### src/rtl/div_if.sv
// div_if: handshake bundle between the EX stage and the divider
// Ports (master = EX stage, slave = divider):
//   start      request a division; taken only when the divider is idle
//   alu_op     operation code; bits [4:2]==3'b101 mark a divide op,
//              bit 1 selects remainder, bit 0 selects unsigned
//   operand_a  dividend (rs1, already forwarded)
//   operand_b  divisor (rs2, already forwarded)
//   flush      kill any in-flight operation
//   result     quotient or remainder, valid while done=1, held afterwards
//   done       one-cycle pulse when result is valid
//   busy       high while iterating
//   stall      combinational stall request for the hazard unit
interface div_if #(parameter int XLEN = 32);
  logic            start;
  logic [4:0]      alu_op;
  logic [XLEN-1:0] operand_a;
  logic [XLEN-1:0] operand_b;
  logic            flush;
  logic [XLEN-1:0] result;
  logic            done;
  logic            busy;
  logic            stall;
  modport master (output start, alu_op, operand_a, operand_b, flush,
                  input result, done, busy, stall);
  modport slave (input start, alu_op, operand_a, operand_b, flush,
                 output result, done, busy, stall);
endinterface

### src/rtl/div_unit.sv
// div_unit: multi-cycle radix-2 restoring divider for DIV/DIVU/REM/REMU
// Ports:
//   clk   rising-edge clock
//   rst   synchronous active-high reset
//   bus   div_if.slave: start/alu_op/operand_a/operand_b/flush in,
//         result/done/busy/stall out
module div_unit #(
  parameter int XLEN  = 32,
  parameter int ITERS = XLEN
) (
  input logic  clk,
  input logic  rst,
  div_if.slave bus
);
  localparam int CW = $clog2(ITERS);
  typedef enum logic [1:0] {IDLE, CALC, DONE} state_e;
  state_e          state;
  logic [CW-1:0]   cnt;
  logic [XLEN-1:0] rem, quo, dvs, result_q;
  logic            is_rem, q_neg, r_neg, done_q, busy_q;
  logic            accept, sgn_op, a_neg, b_neg, b_zero, ovf;
  logic [XLEN-1:0] abs_a, abs_b, special, rem_n, quo_n, fin_q, fin_r;
  logic [XLEN:0]   rem_sh, diff;
  assign accept  = bus.start && state == IDLE && bus.alu_op[4:2] == 3'b101 && !bus.flush;
  assign sgn_op  = ~bus.alu_op[0];
  assign a_neg   = sgn_op & bus.operand_a[XLEN-1];
  assign b_neg   = sgn_op & bus.operand_b[XLEN-1];
  assign abs_a   = a_neg ? -bus.operand_a : bus.operand_a;
  assign abs_b   = b_neg ? -bus.operand_b : bus.operand_b;
  assign b_zero  = bus.operand_b == '0;
  // most-negative / -1 overflows the signed quotient, so it is answered directly
  assign ovf     = sgn_op && bus.operand_a == {1'b1, {(XLEN-1){1'b0}}} && bus.operand_b == '1;
  assign special = b_zero ? (bus.alu_op[1] ? bus.operand_a : '1)
                          : (bus.alu_op[1] ? '0 : {1'b1, {(XLEN-1){1'b0}}});
  // one restoring step: shift {rem,quo}, trial-subtract, keep if no borrow
  assign rem_sh  = {rem, quo[XLEN-1]};
  assign diff    = rem_sh - {1'b0, dvs};
  assign rem_n   = diff[XLEN] ? rem_sh[XLEN-1:0] : diff[XLEN-1:0];
  assign quo_n   = {quo[XLEN-2:0], ~diff[XLEN]};
  assign fin_q   = q_neg ? -quo_n : quo_n;
  assign fin_r   = r_neg ? -rem_n : rem_n;
  assign bus.result = result_q;
  assign bus.done   = done_q;
  assign bus.busy   = busy_q;
  assign bus.stall  = accept || state == CALC;
  always_ff @(posedge clk) begin
    if (rst) begin
      state    <= IDLE;
      cnt      <= '0;
      rem      <= '0;
      quo      <= '0;
      dvs      <= '0;
      is_rem   <= 1'b0;
      q_neg    <= 1'b0;
      r_neg    <= 1'b0;
      result_q <= '0;
      done_q   <= 1'b0;
      busy_q   <= 1'b0;
    end else begin
      done_q <= 1'b0;
      if (bus.flush) begin
        state  <= IDLE;
        cnt    <= '0;
        busy_q <= 1'b0;
      end else begin
        case (state)
          IDLE: if (accept) begin
            is_rem <= bus.alu_op[1];
            q_neg  <= a_neg ^ b_neg;
            r_neg  <= a_neg;
            quo    <= abs_a;
            dvs    <= abs_b;
            rem    <= '0;
            cnt    <= '0;
            if (b_zero || ovf) begin
              state    <= DONE;
              done_q   <= 1'b1;
              result_q <= special;
            end else begin
              state  <= CALC;
              busy_q <= 1'b1;
            end
          end
          CALC: begin
            rem <= rem_n;
            quo <= quo_n;
            cnt <= cnt + 1'b1;
            if (cnt == CW'(ITERS - 1)) begin
              state    <= DONE;
              busy_q   <= 1'b0;
              done_q   <= 1'b1;
              result_q <= is_rem ? fin_r : fin_q;
            end
          end
          default: state <= IDLE;
        endcase
      end
    end
  end
endmodule
### src/flat_wrapper.sv
// flat-port wrapper written by rule: the top's interface ports become plain ports
module div_unit_flat 
#(
  parameter int XLEN  = 32,
  parameter int ITERS = XLEN
)
  (clk, rst, bus_start, bus_alu_op, bus_operand_a, bus_operand_b, bus_flush, bus_result, bus_done, bus_busy, bus_stall);
  div_if #(.XLEN(XLEN)) bus_i ();
  input logic clk;
  input logic rst;
  input wire logic [$bits(bus_i.start)-1:0] bus_start;
  input wire logic [$bits(bus_i.alu_op)-1:0] bus_alu_op;
  input wire logic [$bits(bus_i.operand_a)-1:0] bus_operand_a;
  input wire logic [$bits(bus_i.operand_b)-1:0] bus_operand_b;
  input wire logic [$bits(bus_i.flush)-1:0] bus_flush;
  output wire logic [$bits(bus_i.result)-1:0] bus_result;
  output wire logic [$bits(bus_i.done)-1:0] bus_done;
  output wire logic [$bits(bus_i.busy)-1:0] bus_busy;
  output wire logic [$bits(bus_i.stall)-1:0] bus_stall;
  assign bus_i.start = bus_start;
  assign bus_i.alu_op = bus_alu_op;
  assign bus_i.operand_a = bus_operand_a;
  assign bus_i.operand_b = bus_operand_b;
  assign bus_i.flush = bus_flush;
  assign bus_result = bus_i.result;
  assign bus_done = bus_i.done;
  assign bus_busy = bus_i.busy;
  assign bus_stall = bus_i.stall;
  div_unit #(.XLEN(XLEN), .ITERS(ITERS)) u_core (.clk(clk), .rst(rst), .bus(bus_i));
endmodule
### config.mk
export PLATFORM = sky130hd
export DESIGN_NAME = div_unit_flat
export DESIGN_NICKNAME = d
export VERILOG_FILES = /design/src/rtl/div_if.sv /design/src/rtl/div_unit.sv /design/src/flat_wrapper.sv
export SDC_FILE = /design/constraint.sdc
export NUM_CORES = 1
export LEC_CHECK = 0
export CORE_MARGIN = 8
export CORE_UTILIZATION = 60
export CTS_BUF_LIST = sky130_fd_sc_hd__clkbuf_4 sky130_fd_sc_hd__clkbuf_8
export DETAILED_ROUTE_END_ITERATION = 7
export PLACE_DENSITY_LB_ADDON = 0.05
export SYNTH_ARGS = -nofsm -noshare
export SYNTH_HDL_FRONTEND = slang
export SYNTH_SLANG_ARGS = --single-unit
### constraint.sdc
create_clock -name clk -period 17 [get_ports clk]
set_input_delay 2.55 -clock clk [delete_from_list [all_inputs] [get_ports clk]]
set_output_delay 2.55 -clock clk [all_outputs]
set_load 0.05 [all_outputs]
==> results.md <==
* Max-capacitance violation count at 0
* Hold Path Class: reg -> reg
* Tightest Pin Transition at 1200 ps
* Via count at 12200
* Hold Crit Depth at 2
* Top cell type's share of synthesized area at 24.4%
* CP cell instances: clkdlybuf4s50_1, nor2_1, nand3_1, buf_4, nand2_1, clkdlybuf4s50_1
* Synth cell count leaders: nor2_1 (202), nand2_1 (190), a21oi_1 (162), dfxtp_1 (140), o21ai_0 (90)
* Fill cells at 1657
* Cell mode on critical path: clkdlybuf4s50_1
* Max Slew Vio Count at 0
* Row Count at 50
* Hold_buf cts at 0
* Reg2reg setup slack at 10490 ps
* Clk buf depth at 2
* Setup violators final at 0
* Chip width at 154 µm
* Critical path required time at 14450 ps
* Clk slew on worst S/H paths at 80 ps
* Share of cells above drive strength 1 at 6.00%
* Die H at 154 µm
* Largest area contributor in the netlist: dfxtp_1
* Root Driver: clkbuf_8
* Period minus WS final at 7570 ps
* First-pass GRT wire length at 60200 µm
* CP Buf/Inv Count at 3
* Most frequent cell after synthesis: nor2_1
* P_leak at 4.79 nW
* CP delay by family, top: buffers and inverters
* Clock Skew at 18.6 ps
* Top fanout value on the critical path at 42
* Relative slew slack at 19.9%
* GRT Resource Usage Total at 31.0%
* Synthesized area at 11500 µm²
* CTS tree: done
* DR iter-0 viols at 1310
* Worst R2R End: u_core.bus.result[26]
* Flops & latches, synth at 140
* Sink Count at 140
* Ranking of synthesized cells by area: dfxtp_1 (24%), a21oi_1 (7.0%), nor2_1 (6.6%)
* PostCTS Resize Cnt at 0
* Total setup buffers inserted after CTS at 0
* Drt pass-1 iters at 8
* Main flop type after synthesis: dfxtp_1
* WL/cell at 19.9 µm
* Slowest CP cell: clkdlybuf4s50_1
* Slowest stage delay, CP at 830 ps
* Synth unique cells at 87
* CP Capture Type: primary output
* Synth Area per Inst at 7.21 µm²
* Routed wire length at 37500 µm
* RSZ-0062 raised after global routing: no
* Vias per cell at 6.47
* Yosys warning count at 0
* Post-layout util at 69.2%
* Power Dens Cells at 69.5 nW/µm²
* Setup TNS at 0 ps
* Crit start category: input pin
* Syn_nets at 1709
* Residual DRC at 0
* Die Area at 23900 µm²
* Reg-to-Reg Start: u_core.quo[31]
* Tcrit/Tclk final at 44.5%
* Insertion delay of the later-clocked pin in the worst-skew pair at 480 ps
* Async S/R FF share, synth at 0%
* FF-to-FF path depth at 22
* Post-synth EDFFs at 0
* Hold Crit Start: u_core.dvs[4]
* Vias in the first global route at 11200
* Post-synthesis cell count at 1596
* Fmax at 132 MHz
* HPWL after DPL at 28000 µm
* Total global routing overflow at 0
* Antenna violations before repair at 0
* Largest vdd supply drop at 0.0493 mV
* Status: complete, no violations
* Hold Vio Cnt, Final at 0
* Final ANT Viol Nets at 0
* GPL Wtd Cong at 0.946
* I/O Buffers at 107
* Initial core utilization at 61.3%
* Syn-to-layout area delta at 13.0%
* Sequential cell area fraction in the yosys report at 24.4%
* Ant diodes at 0
* Largest net degree at the start of global routing at 99
* TritonCTS Buffers at 17
* CP arrival at 5020 ps
* Number of I/O pins at 108
* Crit path kind: in -> out
* Final nets at 1751
* Htree depth at 4
* Core ar. at 18800 µm²
* Worst Hold End: u_core.dvs[4]
## through the flow
stage	total power, mW	hold slack, ps	worst slack (ps)	instance area (µm²)	std cells
3_3_place_gp	0.608	439	9530	12600	1853
2_1_floorplan	0.531	423	11010	11500	1596
5_1_grt	0.941	474	9290	13000	1885
3_5_place_dp	0.610	445	9480	12600	1853
6_report	0.903	452	9430	13000	1885
4_1_cts	0.897	455	9470	13000	1885
## worst max path at each step
stage	cells after the start	slack [ps]	end	from
2_1_floorplan	3	11010	bus_stall	bus_alu_op[2]
3_3_place_gp	6	9530	bus_stall	bus_flush
3_5_place_dp	6	9480	bus_stall	bus_flush
4_1_cts	6	9470	bus_stall	bus_flush
5_1_grt	6	9290	bus_stall	bus_flush
6_report	6	9430	bus_stall	bus_flush
## logic make-up (layout without fill, tap and decap cells)
group | after synthesis | after routing | share of synthesized area, %
AOI/OAI and AO/OA | 500 | 500 | 28.1
xor gates and xnor gates | 131 | 131 | 10.1
adders and majority gates | 40 | 40 | 4.42
buffers and inverters | 152 | 207 | 5.34
DFF | 140 | 140 | 24.4
muxes | 31 | 31 | 2.82
and+or+nand+nor | 602 | 602 | 24.8
## tightest hold or removal path: stages (launching register included)
cell and delay (ps):
dfxtp_1 310, nand2_1 50, a21oi_1 50
## power by group
group	total (mW)	switching, mW	internal, mW
clock network	0.293	0.157	0.136
registers	0.332	0.00260	0.330
logic	0.277	0.176	0.102
total	0.903	0.335	0.568
## sequential cells by signal (all words and copies together), names as in the netlist
register	flops
u_core.is_rem	1
u_core.cnt	5
u_core.r_neg	1
u_core.bus.busy	1
u_core.rem	32
u_core.bus.done	1
u_core.state	2
u_core.q_neg	1
u_core.dvs	32
u_core.quo	32
u_core.bus.result	32
## cell usage in the layout (no fill, tap or decap), types with 16 or more instances in the layout
cell | synthesis | layout
nor2_1 | 202 | 202
o211ai_1 | 20 | 20
a21oi_1 | 162 | 162
clkbuf_8 | 0 | 17
mux2i_1 | 20 | 20
inv_1 | 51 | 51
ha_1 | 39 | 39
a211oi_1 | 44 | 44
xor2_1 | 65 | 65
o31ai_1 | 26 | 26
o21ai_0 | 90 | 90
dfxtp_1 | 140 | 140
nor3_1 | 50 | 49
clkdlybuf4s50_1 | 0 | 106
nand4_1 | 18 | 18
a22oi_1 | 25 | 25
nand2_1 | 190 | 190
xnor2_1 | 65 | 65
nand3_1 | 30 | 30
nand2b_1 | 17 | 16
## per-layer routing
layer	vias up	wire, µm	track usage, %	part of all wire (%)
li1	5853	-	-	-
met1	5642	16400	42.3	44
met2	614	16400	47.5	44
met3	83	3740	6.74	10
met4	0	986	10.1	2.6
met5	-	0	0	0
## final cells by class
type | instances | area [µm²] | share of cell area (%)
Clock inverter | 15 | 183 | 1.41
Multi-Input combinational cell | 1304 | 8100 | 62.4
Inverter | 54 | 203 | 1.56
Clock buffer | 17 | 234 | 1.80
Sequential cell | 140 | 2800 | 21.6
Timing Repair Buffer | 121 | 1170 | 9.03
Tap cell | 234 | 293 | 2.25
No activity file was read; power rests on OpenSTA's default activity.
